<file path="config.mk">
export PLATFORM = sky130hd
export DESIGN_NAME = seg7_scan_driver
export DESIGN_NICKNAME = d
export VERILOG_FILES = /design/src/rtl/seg7_scan_driver.sv
export SDC_FILE = /design/constraint.sdc
export NUM_CORES = 1
export LEC_CHECK = 0
export BUFFER_PORTS_ARGS = -buffer_cell sky130_fd_sc_hd__buf_2
export CAP_MARGIN = 30
export CORE_UTILIZATION = 40
export CTS_CLUSTER_DIAMETER = 150
export CTS_CLUSTER_SIZE = 25
export DETAILED_ROUTE_END_ITERATION = 7
export SLEW_MARGIN = 30
export SYNTH_ARGS = -nofsm -noshare
export SYNTH_HDL_FRONTEND = slang
export SYNTH_SLANG_ARGS = --single-unit
</file>
<file path="constraint.sdc">
create_clock -name clk -period 4.9 [get_ports clk]
set_clock_uncertainty 0.05 [all_clocks]
set_input_delay 0.735 -clock clk [delete_from_list [all_inputs] [get_ports clk]]
set_output_delay 0.735 -clock clk [all_outputs]
set_load 0.02 [all_outputs]
</file>
<file path="src/rtl/seg7_scan_driver.sv">
// seg7_scan_driver
// Holds DIGITS hex nibbles and time-multiplexes them onto one shared
// seven-segment bus with per-digit enables. Nibbles are loaded in parallel
// or shifted in serially from digit 0 upward. Provides an anti-ghost blank
// window at the start of each digit slot, per-digit decimal points,
// leading-zero suppression and selectable pin polarity.
//
// Ports:
//   clk        system clock, all state on the rising edge
//   rst_n      asynchronous active-low reset
//   load       parallel capture of data_in / dp_in (wins over shift)
//   data_in    digit i in bits [4i+3:4i], digit 0 is rightmost
//   dp_in      decimal point per digit, captured with load
//   shift      shift digits up by one, nibble_in enters digit 0
//   nibble_in  nibble entered into digit 0 on shift
//   lzb        leading-zero blanking enable (live)
//   seg_out    segments, bit0 = a ... bit6 = g
//   dp_out     decimal point of the active digit
//   digit_en   one-hot enable of the active digit
module seg7_scan_driver #(
  parameter int DIGITS       = 4,
  parameter int CLK_DIV      = 16,
  parameter int BLANK_CYCLES = 1,
  parameter bit ACTIVE_LOW   = 1'b0
) (
  input  logic                  clk,
  input  logic                  rst_n,
  input  logic                  load,
  input  logic [4*DIGITS-1:0]   data_in,
  input  logic [DIGITS-1:0]     dp_in,
  input  logic                  shift,
  input  logic [3:0]            nibble_in,
  input  logic                  lzb,
  output logic [6:0]            seg_out,
  output logic                  dp_out,
  output logic [DIGITS-1:0]     digit_en
);

  localparam int PW = (CLK_DIV > 1) ? $clog2(CLK_DIV) : 1;
  localparam int IW = (DIGITS > 1) ? $clog2(DIGITS) : 1;
  localparam logic [PW-1:0] PRE_LAST = PW'(CLK_DIV - 1);
  localparam logic [IW-1:0] IDX_LAST = IW'(DIGITS - 1);

  logic [4*DIGITS-1:0] nibbles;
  logic [DIGITS-1:0]   dps;
  logic [4*DIGITS-1:0] shifted_nibbles;
  logic [DIGITS-1:0]   shifted_dps;
  logic [PW-1:0]       pres;
  logic [IW-1:0]       idx;
  logic [DIGITS-1:0]   suppress;
  logic [DIGITS-1:0]   onehot;
  logic [3:0]          cur_nib;
  logic                cur_dp;
  logic                cur_sup;
  logic                in_window;
  logic                all_zero;
  logic                dp_above;
  logic [6:0]          seg_q;
  logic                dp_q;
  logic [DIGITS-1:0]   en_q;

  // Segment pattern (gfedcba, active-high) for one hex nibble.
  function automatic logic [6:0] hex_to_seg(input logic [3:0] n);
    logic [6:0] s;
    case (n)
      4'h0: s = 7'h3F;
      4'h1: s = 7'h06;
      4'h2: s = 7'h5B;
      4'h3: s = 7'h4F;
      4'h4: s = 7'h66;
      4'h5: s = 7'h6D;
      4'h6: s = 7'h7D;
      4'h7: s = 7'h07;
      4'h8: s = 7'h7F;
      4'h9: s = 7'h6F;
      4'hA: s = 7'h77;
      4'hB: s = 7'h7C;
      4'hC: s = 7'h39;
      4'hD: s = 7'h5E;
      4'hE: s = 7'h79;
      default: s = 7'h71;
    endcase
    return s;
  endfunction

  // Serial entry moves every digit (and its dp) up one place; the shift
  // leaves zeros at the bottom which are then replaced by the new nibble.
  always_comb begin
    shifted_nibbles      = nibbles << 4;
    shifted_nibbles[3:0] = nibble_in;
    shifted_dps          = dps << 1;
  end

  // Digit storage; load takes priority over shift.
  always_ff @(posedge clk or negedge rst_n) begin
    if (!rst_n) begin
      nibbles <= '0;
      dps     <= '0;
    end else if (load) begin
      nibbles <= data_in;
      dps     <= dp_in;
    end else if (shift) begin
      nibbles <= shifted_nibbles;
      dps     <= shifted_dps;
    end
  end

  // Slot prescaler and digit index; independent of storage activity.
  always_ff @(posedge clk or negedge rst_n) begin
    if (!rst_n) begin
      pres <= '0;
      idx  <= '0;
    end else if (pres == PRE_LAST) begin
      pres <= '0;
      idx  <= (idx == IDX_LAST) ? '0 : idx + 1'b1;
    end else begin
      pres <= pres + 1'b1;
    end
  end

  // Walk from the top digit down: a digit is suppressed only while every
  // digit from it upward is zero and none of them carries a decimal point.
  always_comb begin
    all_zero = 1'b1;
    dp_above = 1'b0;
    suppress = '0;
    for (int i = DIGITS - 1; i >= 0; i--) begin
      all_zero    = all_zero & (nibbles[4*i +: 4] == 4'h0);
      dp_above    = dp_above | dps[i];
      suppress[i] = lzb && (i != 0) && all_zero && !dp_above;
    end
  end

  // Select the digit currently being scanned.
  always_comb begin
    cur_nib = 4'h0;
    cur_dp  = 1'b0;
    cur_sup = 1'b0;
    onehot  = '0;
    for (int i = 0; i < DIGITS; i++) begin
      if (idx == IW'(i)) begin
        cur_nib   = nibbles[4*i +: 4];
        cur_dp    = dps[i];
        cur_sup   = suppress[i];
        onehot[i] = 1'b1;
      end
    end
  end

  generate
    if (BLANK_CYCLES == 0) begin : g_no_blank
      assign in_window = 1'b1;
    end else begin : g_blank
      assign in_window = (pres >= PW'(BLANK_CYCLES));
    end
  endgenerate

  // Registered outputs, internally active-high; segments stay driven through
  // the blank window, only the enables are gated.
  always_ff @(posedge clk or negedge rst_n) begin
    if (!rst_n) begin
      seg_q <= '0;
      dp_q  <= 1'b0;
      en_q  <= '0;
    end else begin
      seg_q <= cur_sup ? 7'h00 : hex_to_seg(cur_nib);
      dp_q  <= cur_dp & ~cur_sup;
      en_q  <= (in_window && !cur_sup) ? onehot : '0;
    end
  end

  assign seg_out  = seg_q ^ {7{ACTIVE_LOW}};
  assign dp_out   = dp_q ^ ACTIVE_LOW;
  assign digit_en = en_q ^ {DIGITS{ACTIVE_LOW}};

endmodule

</file>
-- Word-level counts from Yosys, hierarchy flattened
Memory sizes are Yosys's and may differ from the RTL's.
Cells that the tools add are included.
- register bits after elaboration: 38
- memory bits (read-only): 112
- bits of input ports: 29
- output and inout port bits: 12
- word-level logic and storage cells: 60
- memories: 1
- memory list (memory ; depth ; bits a word ; rd ports ; clocked after Yosys merged registers in ; write ports ; line ; source):
    (no name shown) ; 16 ; 7 ; 1 ; 0 ; 0 ; 65 ; case (n)
- add/sub/neg operators: 2
- order comparisons: 1
- eq/ne operators: 4
- muxes and demuxes: 23
- bitwise operators: 6
- reduce and logical (&&, ||, !) cells: 16
- operators with widths (kind ; number):
    $mux 16 ; 2
    $mux 4 ; 8
    $logic_not 4->1 ; 3
    $mux 1 ; 11
    $logic_and 1x1->1 ; 7
    $mux 7 ; 1
    $add 4x1->4 const B ; 1
    $eq 2x2->1 const B ; 2
    $eq 4x4->1 const B ; 1
    $ge 4x1->1 const B ; 1
    $logic_not 1->1 ; 4
    $and 1x1->1 ; 3
    $add 2x1->2 const B ; 1
    $eq 2x1->1 const B ; 1
    $logic_not 2->1 ; 1
    $mux 2 ; 1
    $or 1x1->1 ; 2
    $reduce_bool 2->1 ; 1
    $not 1->1 ; 1

-- Longest topological paths before layout
- depth in word-level cells: 11
- mapped depth: 10
- gate-level depth less buffers: 9

-- Least setup slack after synthesis
OpenSTA, ideal clock, no wires.
- path kind: reg-to-reg
- from: reg idx[0]
- to: reg seg_q[0] (netlist: seg_out[0])
- setup time: 0.071 ns
- data arrival time: 2.180 ns
- required time: 4.779 ns
- path slack: 2.599 ns
- cell stages (with the launch flop): 11
- path buffers: 2
- period minus slack after synthesis: 2.301 ns
- path through: dfrtp_1 ha_1 buf_4 buf_4 nor3b_1 a221o_1 inv_1 ha_1 or3b_1 o221a_1 nor2_1
- word-level cells in the longest chain between the ends: 7
- elaborated cells on any way between the ends: 13
- classes of those cells: eq/ne (3); mux (8); reduce/logical (1); memory (1)
- RTL lines (what ; line ; source):
    start: declaration ; 49 ; logic [IW-1:0] idx;
    start signal: assignment ; 115 ; idx <= (idx == IDX_LAST) ? '0 : idx + 1'b1;
    $logic_not 2->1 ; 141 ; if (idx == IW'(i)) begin
    $mux 4 (4 in series) ; 141 ;
    $mem_v2 16x7 ; -- ;
    $mux 7 * ; 166 ; seg_q <= cur_sup ? 7'h00 : hex_to_seg(cur_nib);
    end signal: assignment ; 166 ;
    end: declaration ; 58 ; logic [6:0] seg_q;
Mark *: on every way between the ends. The rest lies on a longest branch, timed or not.
A chain may end at the register's enable or synchronous reset.

-- Worst setup path in the final report
- from: reg idx[0]
- to: reg seg_q[3] (netlist: seg_out[3])
The elaborated chain is that of the path after synthesis.

==> impl_metrics.csv <==
group,metric,value,unit
logic_synthesis,synth_ff_type,"dfrtp_1",
timing,hold_violations,0,
clock_tree,clock_latency,280,ps
critical_path,cp-endpoint,"seg_out[3]",
logic_synthesis,synth_most_common_cell,"dfrtp_1",
place,dp_slack,2220,ps
logic_synthesis,ys_seq_area_share,44.6,%
critical_path,crit_type,"reg2reg",
logic_synthesis,yosys.area.top_type,"dfrtp_1",
global_routing,grt_remaining_overflow,0,
clock_tree,cts_root_buf,"clkbuf_8",
clock_tree,cts.clk_slew.worst_paths,70,ps
critical_path,endpoint_kind,"flop",
routing,ant_nets,0,
global_routing,grt_pass1_vias,1454,
clock_tree,cts_resized,0,
worst_hold_path,hp-class,"in2async",
cells_and_area,final_util,47.6,%
global_routing,grt_start_max_net_pins,41,
logic_synthesis,synth-edff-count,0,
timing,rsz0062_at_grt,"no",
logic_synthesis,syn_inst,206,
outcome,status,"finished, final reports clean",
cells_and_area,drive_above_1_share,23.1,%
place,port-buffer-count,40,
routing,dr.pass1.iters,4,
global_routing,track_usage,16.7,%
clock_tree,postCtsSetupRepairBufs,0,
critical_path,cp-start-kind,"flop",
critical_path,required,5060,ps
critical_path,worstRegToRegCells,7,
floorplan,start_util,41.7,%
floorplan,pin_count,41,
place,gp_congestion,0.871,
timing,drv_slew,0,
critical_path,path_max_fanout,17,
routing,drt-vias-per-instance,5.15,
timing,period_needed,2610,ps
clock_tree,cts_tree,"built",
timing,fin_crit_sh,53.2,%
logic_synthesis,yosys.area.top_type_share,44.6,%
timing,worstMarginPinSlew,857,ps
power_and_ir_drop,p_total,0.000712,W
floorplan,die_width,75.0,microns
floorplan,floorplan.rows,26,
global_routing,antenna_found_initial,0,
cells_and_area,area_growth,14.2,%
power_and_ir_drop,power_leakage,1.15,nW
clock_tree,cts_buffers,5,
logic_synthesis,synth_area_leaders,"dfrtp_1 45%, mux2i_1 10%, ha_1 7.6%, o21ai_0 5.4%, nand2_1 4.6%",
routing,wl,4180,microns
logic_synthesis,ys_top_cells_by_count,"38 x dfrtp_1, 26 x nand2_1, 23 x o21ai_0",
cells_and_area,final_nets,283,
place,dpl_cell_area,2330,sq um
timing,tns,0,ps
timing,finalSetupViolCount,0,
critical_path,worstPathCellList,"ha_1 > a211oi_2 > a221oi_2 > clkbuf_2 > mux2i_1 > mux2i_1 > nor2_1",
critical_path,cpPeakStageDelay,650,ps
floorplan,die_y,75.0,microns
cells_and_area,antenna_cells,0,
critical_path,cp_slowest_cell,"a221oi_2",
clock_tree,htreeDepth,2,
routing,drc,0,
place,hpwl,2870,microns
run,maxCapViolations,0,
timing,layout_setup_ws,2290,ps
clock_tree,cts_max_path_buffers,2,
critical_path,regToRegSetupSlack,2290,ps
routing,drt_iter0_drc,47,
timing,max_freq,384,MHz
logic_synthesis,ys_types,36,
routing,vias,1606,
timing,slew_headroom,42.9,%
cells_and_area,design_area,2430,sq um
routing,wl_per_cell,13.4,microns
power_and_ir_drop,ir_drop,0.000143,V
power_and_ir_drop,pwr_density_cell,293,nW/um^2
clock_tree,clock-sinks,38,
logic_synthesis,async_flop_share,100,%
logic_synthesis,yosys_warnings,0,
critical_path,rr_endpoint,"seg_out[3]",
logic_synthesis,syn_avg_cell_area,10.3,sq um
floorplan,die_area,5620,sq um
critical_path,r2r-start,"idx[0]",
logic_synthesis,ys_ff_latch,38,
clock_tree,ctsHoldBuffers,0,
critical_path,crit_path_start,"idx[0]",
logic_synthesis,netlist_area,2130,sq um
critical_path,worstPathArrival,2770,ps
logic_synthesis,syn_nets,248,
floorplan,core_area,5110,sq um
critical_path,crit_top_cell,"mux2i_1",
global_routing,grt_pass1_wl,6970,microns
-- metal layers --
metal  GRT usage [%]  up-vias  wire length [microns]
met4            4.82        0                     31
met1            23.6      769                   2070
met5               0        -                      0
li1                -      796                      -
met3            4.42        4                    134
met2            25.1       37                   1940
-- how the worst min path moves through the flow --
stage / endpoint / slack, ps / depth (start not counted)
finish: pres[2] / 360 / 1
global route: nibbles[7] / 390 / 1
CTS: pres[0] / 470 / 1
detailed placement: pres[0] / 460 / 1
global placement: pres[0] / 460 / 1
floorplan: digit_en[0] / 390 / 0
-- flip-flops by register name (all words and copies together) (netlist names) --
name	count
pres	4
idx	2
nibbles	16
dp_out	1
digit_en	4
seg_out	7
dps	4
-- worst max-delay path: cells and delay by family, from the launching register on --
| kind | cells | cell delay, ps |
|---|---|---|
| AOI/OAI and AO/OA | 2 | 740 |
| adders and majority gates | 1 | 590 |
| buffers and inverters | 1 | 300 |
| DFF | 1 | 420 |
| muxes | 2 | 310 |
| and+or+nand+nor | 1 | 120 |
-- stage by stage --
stage                     hold WS (ps)  std cells
final                              359        312
after global placement             462        303
after detailed placement           462        303
after CTS                          472        311
after global routing               390        312
after floorplan                    389        206
-- placed cells by master, fill, tap and decap left out --
| cell | synthesis | routed |
|---|---|---|
| buf_2 | 2 | 39 |
| dfrtp_1 | 38 | 38 |
| nand2_1 | 26 | 26 |
| o21ai_0 | 23 | 23 |
| mux2i_1 | 22 | 22 |
| ha_1 | 13 | 13 |
| inv_1 | 12 | 12 |
| nor3b_1 | 8 | 8 |
| nor2_1 | 7 | 7 |
| clkbuf_8 | 0 | 6 |
| nand3b_1 | 5 | 5 |
| a211oi_1 | 4 | 4 |
| a21oi_1 | 4 | 4 |
| nor3_1 | 3 | 3 |
| a221oi_2 | 3 | 3 |
| nor4_1 | 2 | 2 |
| a31oi_1 | 2 | 2 |
| a211oi_2 | 2 | 2 |
| mux2_2 | 2 | 2 |
| nand2b_1 | 2 | 2 |
| xor2_1 | 2 | 2 |
| or4_1 | 1 | 1 |
| o2111a_1 | 1 | 1 |
| nor4b_1 | 1 | 1 |
| a221o_1 | 1 | 1 |
| or2_1 | 1 | 1 |
| a311oi_1 | 1 | 1 |
| or3b_1 | 1 | 1 |
| o221a_1 | 1 | 1 |
| mux2_1 | 1 | 1 |
| a22oi_2 | 1 | 1 |
| o41ai_1 | 1 | 1 |
| nand3_1 | 1 | 1 |
| a21o_1 | 1 | 1 |
| clkbuf_1 | 4 | 1 |
| clkinv_2 | 0 | 1 |
| buf_4 | 5 | 1 |
| clkbuf_2 | 0 | 1 |
-- logic make-up after synthesis --
logic type | after synthesis | synth area share (%)
mux | 25 | 11.9
simple gates | 58 | 14.0
compound gates | 45 | 14.9
fa+ha+maj | 13 | 7.63
buf+inv | 25 | 6.11
xor+xnor | 2 | 0.822
flops | 38 | 44.6
-- power breakdown --
group / internal [W] / switching (W) / leakage, nW
Clock: 0.000114 / 0.000106 / 0.0482
Combinational: 0.0000552 / 0.0000745 / 0.650
Sequential: 0.000342 / 0.0000210 / 0.456
-- final cells by class --
cell class / instances / area [sq um]
inverter: 12 / 45.0
sequential: 38 / 951
multi-input combinational: 143 / 1050
tap: 70 / 87.6
fill: 496 / 2680
clock inverter: 1 / 5.00
timing repair buffer: 41 / 208
clock buffer: 7 / 86.3
Note: power is estimated with default switching activity, not from simulation.
